==> src/rtl/spu_ln_sqrt_pipe.sv <==
// Multi-cycle restoring square root with STEPS iterations per clock, FRAC fractional bits, optional rounding and remainder.
// Latency C+1 edges from accept to dout_valid_o; a held result blocks new input until it is consumed.
module spu_ln_sqrt_pipe #(
    parameter int DW    = 16,
    parameter int FRAC  = 0,
    parameter int STEPS = 1,
    parameter int TAGW  = 4
) (
    input  logic                              core_clk,
    input  logic                              rst_n,
    input  logic [DW-1:0]                     din_i,
    input  logic [TAGW-1:0]                   din_tag_i,
    input  logic                              round_en_i,
    input  logic                              din_valid_i,
    output logic                              din_ready_o,
    output logic [(DW+(DW%2))/2+FRAC-1:0]     sqrt_o,
    output logic [(DW+(DW%2))/2+FRAC:0]       rem_o,
    output logic [TAGW-1:0]                   tag_o,
    output logic                              dout_valid_o,
    input  logic                              dout_ready_i,
    output logic                              busy_o
);

    localparam int DE = DW + (DW % 2);
    localparam int N  = DE / 2 + FRAC;
    localparam int QW = N;
    localparam int C  = N / STEPS;
    localparam int CW = (C > 1) ? $clog2(C) : 1;
    localparam int RW = 2 * N;

    if ((N % STEPS) != 0) begin : g_bad_steps
        $error("spu_ln_sqrt_pipe: STEPS must divide N");
    end

    typedef enum logic [1:0] {S_IDLE, S_CALC, S_DONE} state_t;

    state_t          r_state;
    state_t          w_state_nxt;
    logic [RW-1:0]   r_rad;
    logic [QW-1:0]   r_q;
    logic [QW:0]     r_rem;
    logic [CW-1:0]   r_cnt;
    logic [TAGW-1:0] r_tag;
    logic            r_round;
    logic [QW-1:0]   r_sqrt;
    logic [QW:0]     r_rem_out;
    logic [TAGW-1:0] r_tag_out;

    logic [RW-1:0]   w_rad_nxt;
    logic [QW-1:0]   w_q_nxt;
    logic [QW:0]     w_rem_nxt;
    logic [QW+2:0]   w_t;
    logic [QW+2:0]   w_d;
    logic            w_ge;
    logic            w_round_up;
    logic [QW-1:0]   w_sqrt_fin;
    logic            w_accept;

    // STEPS chained restoring iterations; t/d keep two guard bits so nothing is lost in the compare.
    always_comb begin
        w_rad_nxt = r_rad;
        w_q_nxt   = r_q;
        w_rem_nxt = r_rem;
        w_t       = '0;
        w_d       = '0;
        w_ge      = 1'b0;
        for (int s = 0; s < STEPS; s++) begin
            w_t       = {w_rem_nxt, w_rad_nxt[RW-1 -: 2]};
            w_d       = {1'b0, w_q_nxt, 2'b01};
            w_ge      = (w_t >= w_d);
            w_rem_nxt = w_ge ? (QW+1)'(w_t - w_d) : (QW+1)'(w_t);
            w_q_nxt   = (w_q_nxt << 1) | QW'(w_ge);
            w_rad_nxt = w_rad_nxt << 2;
        end
        w_round_up = r_round && (w_rem_nxt > {1'b0, w_q_nxt}) && !(&w_q_nxt);
        w_sqrt_fin = w_q_nxt + QW'(w_round_up);
    end

    always_comb begin
        w_state_nxt  = r_state;
        din_ready_o  = 1'b0;
        dout_valid_o = 1'b0;
        busy_o       = 1'b0;
        case (r_state)
            S_IDLE: begin
                din_ready_o = 1'b1;
                if (din_valid_i) w_state_nxt = S_CALC;
            end
            S_CALC: begin
                busy_o = 1'b1;
                if (r_cnt == '0) w_state_nxt = S_DONE;
            end
            S_DONE: begin
                dout_valid_o = 1'b1;
                din_ready_o  = dout_ready_i;
                if (dout_ready_i) w_state_nxt = din_valid_i ? S_CALC : S_IDLE;
            end
            default: w_state_nxt = S_IDLE;
        endcase
    end

    assign w_accept = din_valid_i && din_ready_o;

    always_ff @(posedge core_clk or negedge rst_n) begin
        if (!rst_n) begin
            r_state   <= S_IDLE;
            r_rad     <= '0;
            r_q       <= '0;
            r_rem     <= '0;
            r_cnt     <= '0;
            r_tag     <= '0;
            r_round   <= 1'b0;
            r_sqrt    <= '0;
            r_rem_out <= '0;
            r_tag_out <= '0;
        end else begin
            r_state <= w_state_nxt;
            if (w_accept) begin
                r_rad   <= RW'(din_i) << (2 * FRAC);
                r_q     <= '0;
                r_rem   <= '0;
                r_tag   <= din_tag_i;
                r_round <= round_en_i;
                r_cnt   <= CW'(C - 1);
            end else if (r_state == S_CALC) begin
                r_rad <= w_rad_nxt;
                r_q   <= w_q_nxt;
                r_rem <= w_rem_nxt;
                if (r_cnt == '0) begin
                    r_sqrt    <= w_sqrt_fin;
                    r_rem_out <= w_rem_nxt;
                    r_tag_out <= r_tag;
                end else begin
                    r_cnt <= r_cnt - 1'b1;
                end
            end
        end
    end

    assign sqrt_o = r_sqrt;
    assign rem_o  = r_rem_out;
    assign tag_o  = r_tag_out;

endmodule

==> config.mk <==
export PLATFORM = sky130hd
export DESIGN_NAME = spu_ln_sqrt_pipe
export DESIGN_NICKNAME = d
export VERILOG_FILES = /design/src/rtl/spu_ln_sqrt_pipe.sv
export SDC_FILE = /design/constraint.sdc
export NUM_CORES = 1
export LEC_CHECK = 0
export ABC_AREA = 1
export CORE_MARGIN = 4
export CORE_UTILIZATION = 40
export DETAILED_ROUTE_END_ITERATION = 8
export RECOVER_POWER = 50
export SLEW_MARGIN = 0
export SYNTH_ARGS = -nofsm -noshare
export SYNTH_HDL_FRONTEND = slang
export SYNTH_SLANG_ARGS = --single-unit
==> constraint.sdc <==
create_clock -name core_clk -period 5.4 [get_ports core_clk]
set_clock_uncertainty 0.2 [all_clocks]
set_input_delay 1.08 -clock core_clk [delete_from_list [all_inputs] [get_ports core_clk]]
set_output_delay 1.08 -clock core_clk [all_outputs]
set_load 0.01 [all_outputs]
# Word-level counts from Yosys, hierarchy flattened
# Index checks and enable logic that the tools add are counted.
[totals] register_bits=64 output_inout_bits=24 wordCells=52
[classes] addsub=3 n_lt_le_gt_ge=2 n_eq_ne=6 n_mux=18 n_bitwise=2 reduce_logical=11
[ops] cell="2-to-1 mux 16 bit" count=2
[ops] cell="2-to-1 mux 9 bit" count=3
[ops] cell="2-to-1 mux 8 bit" count=2
[ops] cell=">= comparator 11 x 10 -> 1 bit" count=1
[ops] cell="> comparator 9 x 8 -> 1 bit" count=1
[ops] cell="2-to-1 mux 3 bit" count=3
[ops] cell="subtractor 9 bit" count=1
[ops] cell="adder 8 x 1 -> 8 bit" count=1
[ops] cell="!= test 2 bit (second input constant)" count=4
[ops] cell="bitwise OR 8 x 1 -> 8 bit" count=1
[ops] cell="AND reduction 8 bit" count=1
[ops] cell="2-to-1 mux 2 bit" count=3
[ops] cell="case mux 2 bit (3 select lines)" count=1
[ops] cell="AND reduction 3 bit" count=2
[ops] cell="logical AND 1 bit" count=3
[ops] cell="logical NOT 3 bit" count=1
[ops] cell="2-to-1 mux 1 bit" count=3
[ops] cell="subtractor 3 x 1 -> 3 bit (second input constant)" count=1
[ops] cell="== test 2 x 1 -> 1 bit (second input constant)" count=1
[ops] cell="== test 2 bit (second input constant)" count=1
[ops] cell="logical NOT 2 bit" count=1
[ops] cell="case mux 1 bit (2 select lines)" count=1
[ops] cell="AND reduction 2 bit" count=1
[ops] cell="nonzero test 2 bit" count=1
[ops] cell="other kinds (2)" count=2

# Logic depth before layout (Yosys ltp)
[depth] ltp_word=6 ltp_mapped=27

# Worst setup path before layout
# OpenSTA, ideal clock, no wires.
[synth_path] kind="flip-flop to flip-flop" start="register r_q[4]" end="register r_sqrt[7] (netlist: sqrt_o[7])" setup_ns=0.116 arrival_time_ns=3.428 t_required_ns=5.084 path_slack_ns=1.655 stages_incl_launch_ff=27 path_buffers=1 synth_period_minus_slack_ns=3.745 path_cell_list="dfrtp_1 > inv_1 > ha_1 > nand2_2 > inv_1 > a21oi_1 > nand2_2 > nand2_2 > nand2_2 > buf_6 > o21ai_1 > inv_1 > ha_1 > nand2_1 > nor3_1 > nor2_1 > o21ai_0 > nand2_1 > a21oi_1 > ha_1 > nand3_1 > or2_2 > nor2_1 > nand2_1 > xor2_1 > nand2_1 > nand2_1"
[synth_between] elab_chain_len=6
[synth_lines] element="from (decl)" line="40" text="logic [QW-1:0] r_q;"
[synth_lines] element="from (signal assigned)" line="127" text="r_q <= w_q_nxt;"
[synth_lines] element=">= comparator 11 x 10 -> 1 bit" line="70" text="w_ge = (w_t >= w_d);"
[synth_lines] element="2-to-1 mux 9 bit" line="71" text="w_rem_nxt = w_ge ? (QW+1)'(w_t - w_d) : (QW+1)'(w_t);"
[synth_lines] element="named net w_rem_nxt[4]" line="51" text="logic [QW:0] w_rem_nxt;"
[synth_lines] element="> comparator 9 x 8 -> 1 bit" line="75" text="w_round_up = r_round && (w_rem_nxt > {1'b0, w_q_nxt}) && !(&w_q_nxt);"
[synth_lines] element="logical AND 1 bit (2 in a row)" line="75"
[synth_lines] element="adder 8 x 1 -> 8 bit" line="76" text="w_sqrt_fin = w_q_nxt + QW'(w_round_up);"
[synth_lines] element="to (signal assigned)" line="130" text="r_sqrt <= w_sqrt_fin;"
[synth_lines] element="to (decl)" line="45" text="logic [QW-1:0] r_sqrt;"
# The timed path passes the listed nets, and every way through them passes these cells.
# A chain may end at the register's enable or synchronous reset.

# Final worst setup path
# Ends and elaborated chain as after synthesis.

==> flow_summary.ini <==
[status]
status = finished, violations left
violations = capacitance limit, slew limit

[logic_synthesis]
netlist_area_um2 = 3380
synthDistinctLibCells = 30
yosysSeqAreaShare_pct = 47.4
syn_nets = 445
yosys_warnings = 0
synth_cells = 398
ys_ff_latch = 64
syn_avg_cell_area_um2 = 8.48

[cells_and_area]
nets = 492
diodes = 0
multiInputGateArea_um2 = 1460
area_growth_pct = 21.7
regArea_um2 = 1600
fill_cells = 829
layout-drive-gt1-share_pct = 6.44

[clock_network]
numCtsBuffers = 9
cts-root-buf = clkbuf_8
cts_hold_buffers = 0
postCtsSetupRepairBufs = 0
numClockSinks = 64
clk_pin_slew_ns = 0.07
cts_tree = built
clockBufferDepth = 2
cts_resized = 0
htree_levels = 3
worstSkewPairLatency_ns = 0.34

[route]
drt_iter0_drc = 66
drtAntennaViolNets = 0
dr.pass1.iters = 4
drt-wirelength-per-cell_um = 12.8
vias = 2704
detail_route.wirelength_um = 7120
vias_per_cell = 4.87
route.detailed.drc = 0

[hold_path]
hold_end = sqrt_o[0]$_DFFE_PN0P_
worstHoldPathCells = 2
hp-start = sqrt_o[0]$_DFFE_PN0P_
min_path_type = register to register

[floorplanning]
die_w_um = 99.9
start_util_pct = 41.1
core_area_um2 = 8220
dieHeight_um = 99.9
ios = 49
num_rows = 33
fp.dieArea_um2 = 9970

[timing]
finalSetupViolCount = 0
slew_violations = 65
min_period_over_period_pct = 81.5
hold_violations = 0
grt_setup_unrepaired = false
max_freq_mhz = 227
finalSetupTns_ns = 0
relSlewSlack_pct = -123
max_slew.worst_pin.slew_ns = 3.35
min_period_ns = 4.40

[setup_path]
start_kind = register
crit_type = register to register
reg2regPathDepth = 25
required_ns = 5.44
r2r_slack_ns = 1.00
r2r-start = r_q[4]$_DFFE_PN0P_
cp.arrival_ns = 4.43
crit_path_max_fanout = 21
r2r_end = sqrt_o[7]$_DFFE_PN0P_
worstSetupEndpointType = register

[placed_design]
place.port_buffers = 48
place_congestion = 0.928
detailedPlacementHpwl_um = 5080

[global_routing]
grt_pass1_vias = 2656
antenna_found_initial = 0
grt_max_degree = 65
gr-total-overflow = 0
grt_pass1_wl_um = 12400
grt_usage_pct = 15.6

[flow_run]
max_cap_violations = 1

[power]
peakVddDrop_mv = 0.364
leakage_nw = 2.01
power_w = 0.00301
power_density_nw_per_um2 = 733
==> worst max path at each step <==
stage / startpoint / end / slack [ns]
floorplan: r_q[4]$_DFFE_PN0P_ / sqrt_o[7]$_DFFE_PN0P_ / 1.66
global placement: r_q[3]$_DFFE_PN0P_ / sqrt_o[7]$_DFFE_PN0P_ / 1.12
detailed placement: r_q[3]$_DFFE_PN0P_ / sqrt_o[7]$_DFFE_PN0P_ / 1.03
CTS: r_q[3]$_DFFE_PN0P_ / sqrt_o[7]$_DFFE_PN0P_ / 1.01
global route: rst_n / r_rem[6]$_DFFE_PN0P_ / 0.52
finish: r_q[4]$_DFFE_PN0P_ / sqrt_o[7]$_DFFE_PN0P_ / 1.00
==> Yosys cell counts <==
cell type,n,area [um2]
a21o_1,1,7.51
o31ai_1,1,7.51
xor2_1,7,61.3
nor2_4,3,33.8
nor2_1,12,45.0
buf_6,1,11.3
nand3_1,13,65.1
dfrtp_1,64,1600
a21oi_1,12,60.1
inv_1,56,210
nand2_1,104,390
nand2_2,6,37.5
o221ai_1,14,123
clkbuf_1,3,11.3
inv_2,7,26.3
ha_1,22,275
o22ai_1,9,56.3
or2_1,1,6.26
o21a_1,1,7.51
o21ai_1,15,75.1
a21oi_2,1,8.76
xnor2_1,4,35.0
o21ai_0,22,110
buf_2,8,40.0
nor3_1,4,20.0
o211ai_1,2,15.0
nor4_1,1,6.26
buf_4,1,7.51
o21bai_1,2,15.0
or2_2,1,6.26
==> routing by layer <==
| layer | share of wire (%) | GRT usage, % | vias to the layer above |
|---|---|---|---|
| li1 | - | - | 1382 |
| met1 | 49 | 21.1 | 1264 |
| met2 | 45 | 23.9 | 53 |
| met3 | 5.0 | 4.79 | 5 |
| met4 | 1.2 | 5.46 | 0 |
| met5 | 0 | 0 | - |
==> layout make-up <==
cell class | count | share of cell area, %
inverters | 63 | 5.76
clock buffers | 13 | 3.87
multi-input cells | 258 | 35.5
well taps | 105 | 3.20
clock inverters | 3 | 0.975
repair buffers | 49 | 11.7
flip-flops and latches | 64 | 39.0
==> stage by stage <==
| stage | hold slack (ns) | worst slack (ns) | utilization (%) | area (um2) | instances |
|---|---|---|---|---|---|
| finish | 0.281 | 1.00 | 50.0 | 4110 | 555 |
| global route | 0.307 | 0.516 | 50.0 | 4110 | 555 |
| floorplan | 0.243 | 1.66 | - | 3380 | 398 |
| global placement | 0.254 | 1.12 | 47.7 | 3920 | 539 |
| CTS | 0.283 | 1.01 | 50.1 | 4120 | 555 |
| detailed placement | 0.267 | 1.03 | 47.7 | 3920 | 539 |
==> critical path, stage by stage, from the launching register on <==
cell and delay, ns:
dfrtp_1 0.36, inv_1 0.21, ha_1 0.33, nand2_2 0.11, inv_1 0.05, a21oi_1 0.16
nand2_2 0.09, nand2_2 0.07, nand2_2 0.25, o21ai_1 0.36, inv_1 0.08, ha_1 0.30
nand2_1 0.08, nor3_1 0.17, nor2_1 0.06, o21ai_0 0.13, nand2_1 0.07, a21oi_1 0.14
ha_1 0.20, nand3_1 0.11, or2_2 0.30, nor2_1 0.11, nand2_1 0.07, xor2_1 0.14
nand2_1 0.06, nand2_1 0.05
==> registers in the layout, summed over array words and instances, names as in the netlist <==
register	count
sqrt_o	8
r_cnt	3
r_round	1
r_rad	16
r_state	2
r_tag	4
r_rem	9
rem_o	9
r_q	8
tag_o	4
==> logic make-up (layout without fill, tap and decap cells) <==
| family | after synthesis | after routing | share of synthesized area (%) |
|---|---|---|---|
| simple gates | 145 | 145 | 18.1 |
| compound gates | 80 | 80 | 14.4 |
| buf+inv | 76 | 128 | 9.08 |
| flops | 64 | 64 | 47.4 |
| fa+ha+maj | 22 | 22 | 8.15 |
| xor+xnor | 11 | 11 | 2.85 |
==> placed cells by master (no fill, tap or decap), drive strengths merged <==
master	n
nand2	110
o21a	1
clkbuf	14
nor4	1
clkinv	2
nand3	13
clkdlybuf4s50	46
o31ai	1
inv	63
nor3	4
o21bai	2
xor2	7
bufinv	1
o221ai	14
dlygate4sd3	1
o22ai	9
a21o	1
buf	1
dfrtp	64
a21oi	13
nor2	15
or2	2
o21ai	37
o211ai	2
ha	22
xnor2	4
==> where the power goes <==
group | internal, W | switching, W
combinational | 0.000712 | 0.00107
sequential | 0.000700 | 0.000119
clock | 0.000237 | 0.000176
total | 0.00165 | 0.00136
Note: power is estimated with default switching activity, not from simulation.
